### config.mk
export PLATFORM = sky130hd
export DESIGN_NAME = io_controller
export DESIGN_NICKNAME = d
export VERILOG_FILES = /design/src/rtl/io_controller.sv
export SDC_FILE = /design/constraint.sdc
export NUM_CORES = 1
export LEC_CHECK = 0
export BUFFER_PORTS_ARGS = -buffer_cell sky130_fd_sc_hd__buf_2
export CORE_MARGIN = 10
export CORE_UTILIZATION = 47
export CTS_BUF_LIST = sky130_fd_sc_hd__clkbuf_4 sky130_fd_sc_hd__clkbuf_8
export DETAILED_ROUTE_END_ITERATION = 10
export PLACE_DENSITY = 0.86
export SYNTH_ARGS = -nofsm -noshare
export SYNTH_HDL_FRONTEND = slang
export SYNTH_SLANG_ARGS = --single-unit
### constraint.sdc
create_clock -name clock -period 1.7 [get_ports clock]
set_input_delay 0.255 -clock clock [delete_from_list [all_inputs] [get_ports clock]]
set_output_delay 0.255 -clock clock [all_outputs]
set_load 0.01 [all_outputs]
### src/rtl/io_controller.sv
// rtl/io_controller.sv - Mano machine I/O registers, flags and interrupt request
//
// Owns INPR/OUTR, the FGI/FGO flags and IEN. It sequences the keyboard
// load/fgi handshake and the printer valid/ready handshake. It also resolves
// CPU instruction pulses against device events on the shared flags.
//
// Build option: define IO_INTERRUPT_EN to build the IEN register and the
// ION/IOF/int_ack handling. Without it, ien_out and irq_out are constant 0.
//
// Ports:
//   clock, reset_n         system clock; asynchronous active-low reset
//   kbd_data_in/_load_in   keyboard character and level load request
//   fgi_out, inpr_out      input flag (also seen by keyboard) and INPR
//   cpu_inp_in/_out_in     INP / OUT instruction pulses
//   ac_in                  AC(0..WIDTH-1), captured into OUTR on OUT
//   cpu_ion_in/_iof_in     ION / IOF instruction pulses
//   int_ack_in             interrupt cycle taken, clears IEN
//   fgo_out                output flag (1 = printer can take a character)
//   prn_data_out/_valid_out/prn_ready_in  printer stream
//   ien_out, irq_out       interrupt enable and request
module io_controller #(
    parameter int WIDTH = 8
) (
    input  logic             clock,
    input  logic             reset_n,
    input  logic [WIDTH-1:0] kbd_data_in,
    input  logic             kbd_load_in,
    output logic             fgi_out,
    output logic [WIDTH-1:0] inpr_out,
    input  logic             cpu_inp_in,
    input  logic             cpu_out_in,
    input  logic [WIDTH-1:0] ac_in,
    input  logic             cpu_ion_in,
    input  logic             cpu_iof_in,
    input  logic             int_ack_in,
    output logic             fgo_out,
    output logic [WIDTH-1:0] prn_data_out,
    output logic             prn_valid_out,
    input  logic             prn_ready_in,
    output logic             ien_out,
    output logic             irq_out
);

    localparam logic [0:0] IN_EMPTY  = 1'b0;
    localparam logic [0:0] IN_FULL   = 1'b1;
    localparam logic [0:0] OUT_IDLE  = 1'b0;
    localparam logic [0:0] OUT_BUSY  = 1'b1;

    logic [0:0]       in_state;
    logic [0:0]       out_state;
    logic [WIDTH-1:0] inpr;
    logic [WIDTH-1:0] outr;
    logic             kbd_arm;
    logic             kbd_accept;
    logic             prn_accept;

    // A load is only taken once per assertion of the level. kbd_arm drops on
    // acceptance and comes back only after the keyboard lowers kbd_load_in.
    // This stops a level held across INP from reloading the same character.
    assign kbd_accept = (in_state == IN_EMPTY) && kbd_load_in && kbd_arm;
    assign prn_accept = (out_state == OUT_BUSY) && prn_ready_in;

    // Input side
    always_ff @(posedge clock or negedge reset_n) begin
        if (!reset_n) begin
            in_state <= IN_EMPTY;
            inpr     <= '0;
            kbd_arm  <= 1'b1;
        end else begin
            case (in_state)
                IN_EMPTY: begin
                    // An INP in EMPTY has no effect, so a simultaneous load wins.
                    if (kbd_accept) begin
                        inpr     <= kbd_data_in;
                        in_state <= IN_FULL;
                    end
                end
                IN_FULL: begin
                    if (cpu_inp_in) begin
                        in_state <= IN_EMPTY;
                    end
                end
                default: in_state <= IN_EMPTY;
            endcase

            if (!kbd_load_in) begin
                kbd_arm <= 1'b1;
            end else if (kbd_accept) begin
                kbd_arm <= 1'b0;
            end
        end
    end

    // Output side. OUTR is written only from IDLE, so it stays stable while the
    // printer holds a character. An OUT issued while BUSY is dropped.
    always_ff @(posedge clock or negedge reset_n) begin
        if (!reset_n) begin
            out_state <= OUT_IDLE;
            outr      <= '0;
        end else begin
            case (out_state)
                OUT_IDLE: begin
                    if (cpu_out_in) begin
                        outr      <= ac_in;
                        out_state <= OUT_BUSY;
                    end
                end
                OUT_BUSY: begin
                    if (prn_accept) begin
                        out_state <= OUT_IDLE;
                    end
                end
                default: out_state <= OUT_IDLE;
            endcase
        end
    end

    assign fgi_out       = (in_state == IN_FULL);
    assign inpr_out      = inpr;
    assign fgo_out       = (out_state == OUT_IDLE);
    assign prn_valid_out = (out_state == OUT_BUSY);
    assign prn_data_out  = outr;

`ifdef IO_INTERRUPT_EN
    logic ien;

    // Clearing sources take priority over ION. A pulse of int_ack together
    // with ION leaves interrupts disabled.
    always_ff @(posedge clock or negedge reset_n) begin
        if (!reset_n) begin
            ien <= 1'b0;
        end else if (int_ack_in) begin
            ien <= 1'b0;
        end else if (cpu_iof_in) begin
            ien <= 1'b0;
        end else if (cpu_ion_in) begin
            ien <= 1'b1;
        end
    end

    assign ien_out = ien;
    // Decoded from registered state only, so it adds no latency and has no
    // combinational path from any input.
    assign irq_out = ien & (fgi_out | fgo_out);
`else
    logic unused_int_inputs;

    assign unused_int_inputs = cpu_ion_in ^ cpu_iof_in ^ int_ack_in;
    assign ien_out = 1'b0;
    assign irq_out = 1'b0;
`endif

endmodule

==> results of run 1 <==
-- per-stage QoR --
stage | total power [mW] | cells
5_1_grt | 1.33 | 108
2_1_floorplan | 0.848 | 48
3_5_place_dp | 1.03 | 103
4_1_cts | 1.27 | 108
3_3_place_gp | 1.01 | 103
6_report | 1.24 | 108
-- where the power goes --
| group | switching [mW] | total (mW) | leakage [nW] | internal [mW] |
|---|---|---|---|---|
| Combinational | 0.172 | 0.390 | 0.307 | 0.218 |
| Clock | 0.124 | 0.231 | 0.0184 | 0.107 |
| Sequential | 0.0571 | 0.621 | 0.222 | 0.564 |
| Total | 0.352 | 1.24 | 0.547 | 0.889 |
-- worst max-delay path, stage by stage (launching register included) --
cell and delay (ps):
dfrtp_1 410, nor2b_1 160, buf_4 180, mux2_4 300
-- layout make-up --
type	count	share of cell area, %
flip-flops and latches	19	46.6
repair buffers	43	22.0
clock buffers	4	2.93
multi-input cells	24	25.8
inverters	2	0.733
well taps	16	1.96
-- routing by layer --
layer  track usage (%)  vias to the layer above
li1                  -                      244
met1              10.6                      237
met2              17.5                       17
met3              4.18                        2
met4              4.70                        0
met5                 0                        -
-- state kept, by name, summed over array words and instances, names as in the netlist --
signal         cells
fgi_out            1
inpr_out           8
kbd_arm            1
prn_data_out       8
prn_valid_out      1
-- final timing paths --
| kind | start | endpoint | slack (ps) | cells past startpoint |
|---|---|---|---|---|
| setup reg to reg | prn_valid_out | prn_data_out[4] | 550 | 3 |
| setup / recovery | prn_valid_out | prn_data_out[4] | 550 | 3 |
| hold / removal | cpu_inp_in | fgi_out | 130 | 2 |
| min in group asynchronous | reset_n | prn_data_out[5] | 430 | 2 |
| hold reg to reg | kbd_arm | kbd_arm | 490 | 2 |
| max in group asynchronous | reset_n | kbd_arm | 940 | 2 |
-- layout by cell type (no fill, tap or decap) --
cell type and count:
conb_1 2, nand2_1 2, dfrtp_1 18, o21bai_1 1, inv_1 2, clkbuf_4 4, nor2b_1 1, o21ai_0 1
mux2_2 8, dfstp_2 1, dlygate4sd3_1 1, buf_2 40, nand3b_4 1, mux2_4 8, buf_4 2
-- logic make-up after synthesis --
logic type	share of synthesized area (%)
buf+inv	4.38
compound gates	1.62
simple gates	4.38
flops	61.9
mux	27.3
other cells	0.487
==> flow_summary.ini, run 1 <==
[synthesis]
yosysSeqAreaShare_pct = 61.9
synth_area_leaders = dfrtp_1 (58%), mux2_4 (16%), mux2_2 (12%)
synthFlopType = dfrtp_1
yosysTopAreaCell = dfrtp_1
synth_seq_cells = 19
yosysMostFrequentCell = dfrtp_1
synth_cells = 47
avgSynthCellArea_um2 = 16.4
synth-edff-count = 0
synth_common_cells = dfrtp_1 (18), mux2_2 (8), mux2_4 (8)
async_flop_share_pct = 100
yosysWarnings = 0
syn_area_um2 = 771
ys_types = 13
yosysTopAreaCellShare_pct = 58.4

[critical_path]
required_ps = 1880
critPathKind = reg -> reg
cp-start-kind = flop
arrival_ps = 1330
crit_path_end_kind = flop
crit_fanout = 5

[floorplanning]
die-width_um = 60.5
initial_core_util_pct = 50.6
core_area_um2 = 1520
ios = 46
rows = 14
die_h_um = 60.5
die_area_um2 = 3660

[layout]
multi_input_area_um2 = 264
nFillCells = 125
post-route-util_pct = 67.2
diodes = 0
fin_area_um2 = 1020
seq_area_um2 = 477
syn_to_final_growth_pct = 32.8
drive_gt1_share_pct = 69.6
layout.nets = 118

[global_routing]
overflow = 0
antenna_found_initial = 0
grt_pass1_vias = 596
grt_max_degree = 20
grt_pass1_wl_mm = 2.79
grt.total_usage_pct = 10.2

[route]
via_count = 500
drt.antenna.violating_nets = 0
top_layer = met4
drt-total-wl_mm = 1.71
drt-met1-wl_um = 574
routed_via_density = 4.63
route.met2.wl_mm = 1.01
wl_met3_um = 99
post_drt_wl_per_cell_um = 15.8
drt_iter0_drc = 1
drc = 0
drtPass1Iterations = 4

[placement]
pre_cts_slack_ps = 544
numPortBuffers = 40
gp_congestion = 0.681
place_area_um2 = 983
detailed_place_hpwl_mm = 1.43

[job]
maxCapViolCount = 0

[clock_tree]
cts_buffer_depth = 2
cts_resized = 0
clkLatencyLatePin_ps = 280
cts_made_buffers = 3
cts_root_buf = clkbuf_4
cts_tree = built
cts_hold_buf = 1
path_clk_slew_ps = 100
clkSinkCount = 19
h-tree-depth = 1
postCtsSetupBuffers = 0

[timing]
tns_ps = 0
slew_viol_final = 0
max_freq_mhz = 867
rsz0062_at_grt = false
finalSetupViolations = 0
min_period_ps = 1150
hold_slack_ps = 130
hold_viol_final = 0
clock_skew_ps = 0.929
setup_slack_ps = 546
finalCritPeriodShare_pct = 67.9

[power_and_ir_drop]
ir_drop_uv = 712
leakage_nw = 0.547
power_density_nw_per_um2 = 1210

[min_path]
worstHoldPathType = in -> reg

[run_status]
status = completed
Note: power is estimated with default switching activity, not from simulation.
==> run 2, diff against run 1 <==
--- a/config.mk
+++ b/config.mk
@@ -5,12 +5,13 @@
 export SDC_FILE = /design/constraint.sdc
 export NUM_CORES = 1
 export LEC_CHECK = 0
+export ABC_AREA = 1
 export BUFFER_PORTS_ARGS = -buffer_cell sky130_fd_sc_hd__buf_2
 export CORE_MARGIN = 10
-export CORE_UTILIZATION = 47
+export CORE_UTILIZATION = 40
 export CTS_BUF_LIST = sky130_fd_sc_hd__clkbuf_4 sky130_fd_sc_hd__clkbuf_8
 export DETAILED_ROUTE_END_ITERATION = 10
-export PLACE_DENSITY = 0.86
+export PLACE_DENSITY = 0.77
 export SYNTH_ARGS = -nofsm -noshare
 export SYNTH_HDL_FRONTEND = slang
 export SYNTH_SLANG_ARGS = --single-unit
==> constraint.sdc (replaced) <==
create_clock -name clock -period 0.9 [get_ports clock]
set_input_delay 0.135 -clock clock [delete_from_list [all_inputs] [get_ports clock]]
set_output_delay 0.135 -clock clock [all_outputs]
set_load 0.01 [all_outputs]
==> run 2 against run 1 <==
  * The run now ends with setup timing left
  * Clock-buffer cell count decreased by 1
  * Die area increased by 15%
  * Utilization decreased by 0.66 points
  * Hold slack got worse by 120 ps
  * Combinational power increased to 2.8 times the previous value
  * Design area increased by 26%
  * Clock skew increased by 4.1 ps
  * Register-to-register slack got worse by 660 ps
  * Routed wire length increased by 34%
  * Via count increased by 55%
  * Non-clock buffer count increased by 17
  * Critical endpoint is now fgi_out
  * Highest routed layer unchanged
==> flow_summary.ini, run 2 <==
[critical_path]
crit_fanout = 2
arrival_ps = 910
cp-start-kind = flop
critPathKind = reg -> out
crit_path_end_kind = output pin
required_ps = 760

[power_and_ir_drop]
pwr-share-seq_pct = 43.7
p_comb_share_pct = 40.6
leakage_nw = 0.709
power_density_nw_per_um2 = 2080
p_sw_mw = 0.877
p_clk_share_pct = 15.7
ir_drop_uv = 1080
internal-power_mw = 1.80
switching_share_pct = 32.7

[global_routing]
antenna_found_initial = 0
grt.total_usage_pct = 10.6
grt_pass1_vias = 843
overflow = 0
grt_pass1_wl_mm = 3.64
grt_max_degree = 20

[synthesis]
synth-edff-count = 0
synthFlopType = dfrtp_1
yosysTopAreaCell = dfrtp_1
syn_area_um2 = 803
avgSynthCellArea_um2 = 9.80
synth_area_leaders = dfrtp_1 (56%), nand2_1 (16%), nand4_1 (6.2%)
yosysMostFrequentCell = nand2_1
synth_cells = 82
yosysTopAreaCellShare_pct = 56.1
ys_types = 13
yosysSeqAreaShare_pct = 59.3
yosysWarnings = 0
synth_common_cells = nand2_1 (34), dfrtp_1 (18), nand3_1 (8), nand4_1 (8)
synth_seq_cells = 19
async_flop_share_pct = 100

[layout]
final_common_cell = buf_2
drive_gt1_share_pct = 52.8
layout.nets = 168
layout_common_cells = buf_2 (32), nand2_1 (29), dfrtp_1 (18)
final_cells = 169
syn_to_final_growth_pct = 60.7
diodes = 0

[route]
via_count = 774
drt.antenna.violating_nets = 0
post_drt_wl_per_cell_um = 13.5
drt-total-wl_mm = 2.29
drt_iter0_drc = 18
routed_via_density = 4.58
drc = 0
drtPass1Iterations = 4

[timing]
clock_skew_ps = 5.05
rsz0062_at_grt = true
finalCritPeriodShare_pct = 117
slew_viol_final = 0
hold_slack_ps = 11.3
hold_viol_final = 0
setup_slack_ps = -149
finalSetupViolations = 37
max_freq_mhz = 953
min_period_ps = 1050

[clock_tree]
cts_buffer_depth = 2
clkLatencyLatePin_ps = 290
clkSinkCount = 19
cts_root_buf = clkbuf_4
h-tree-depth = 1
path_clk_slew_ps = 100
cts_made_buffers = 3
cts_tree = built

[floorplanning]
die_h_um = 64.8
ios = 46
core_area_um2 = 1940
die_area_um2 = 4200
initial_core_util_pct = 41.4
rows = 16
die-width_um = 64.8

[job]
maxCapViolCount = 0

[placement]
detailed_place_hpwl_mm = 1.62
dp_cells = 149
gp_congestion = 0.686
numPortBuffers = 40

[run_status]
status = finished with violations
violations = setup timing

[min_path]
worstHoldPathType = in -> reg
## run 2: cell types whose count changed in the layout (fill, tap and decap cells not counted), sizes merged, moves of 8 or more
cell / before / now
mux2: 16 / 0
nand2: 2 / 35
nand4: 0 / 8
nand3: 0 / 10
buf: 42 / 58
## run 2: worst paths after layout
path                                   end            start  depth (start not counted)  slack, ps
setup reg to reg               inpr_out[6]          kbd_arm                          3       -110
hold / removal               prn_valid_out     prn_ready_in                          2         10
min in group asynchronous      inpr_out[5]          reset_n                          2        300
hold reg to reg            prn_data_out[2]  prn_data_out[2]                          2        480
setup / recovery                   fgi_out          fgi_out                          2       -150
max in group asynchronous          kbd_arm          reset_n                          2        270
## run 2: final cells by class
| cell class | count | area (um^2) |
|---|---|---|
| clock buffers | 3 | 22.5 |
| clock inverters | 1 | 5.00 |
| fillers | 156 | 651 |
| inverters | 2 | 15.0 |
| multi-input cells | 57 | 310 |
| flip-flops and latches | 19 | 477 |
| well taps | 27 | 33.8 |
| repair buffers | 60 | 428 |
## run 2: metrics by stage
step	util (%)	worst slack [ps]	TNS, ps	power [mW]	cell area [um^2]
floorplan	-	-38.9	-312	1.54	807
global placement	52.6	-7.50	-47.3	1.85	1020
detailed placement	52.6	-25.6	-148	1.87	1020
CTS	62.1	-162	-2220	2.54	1210
global route	66.5	-196	-4000	2.87	1290
finish	66.5	-149	-2320	2.68	1290
## run 2: what timing repair did
action,4_1_cts,5_1_grt
setup buffers,9,4
hold buffers,2,0
gates resized for setup,14,11
pin swaps,8,5
gates cloned,1,0
setup endpoints to repair,32,38
endpoints found under the hold margin,19,0
## run 2: logic make-up (layout without fill, tap and decap cells)
kind of cell    Yosys count  after routing  share of synthesized area [%]
flops                    19             19                           59.3
simple gates             52             53                           30.7
compound gates            2              2                           1.25
buf+inv                   8             66                           8.26
other cells               1              2                          0.467
## run 2: power by group through the flow
stage               registers [mW]  logic [mW]  clock network [mW]
floorplan                     1.26       0.286                   0
global route                  1.19        1.19               0.489
detailed placement            1.16       0.711                   0
CTS                           1.15       0.943               0.441
finish                        1.17        1.09               0.420
global placement              1.16       0.695                   0
## run 2: critical path: stages, from the launching register on
cell,delay (ps)
dfrtp_1,400
buf_6,120
buf_6,110
## run 2: per-layer routing
layer	share of wire, %	wire [um]	GRT usage [%]
met5	0	0	0
met1	42	951	11.5
met3	11	255	6.01
met4	0.35	8	4.01
met2	47	1070	16.7
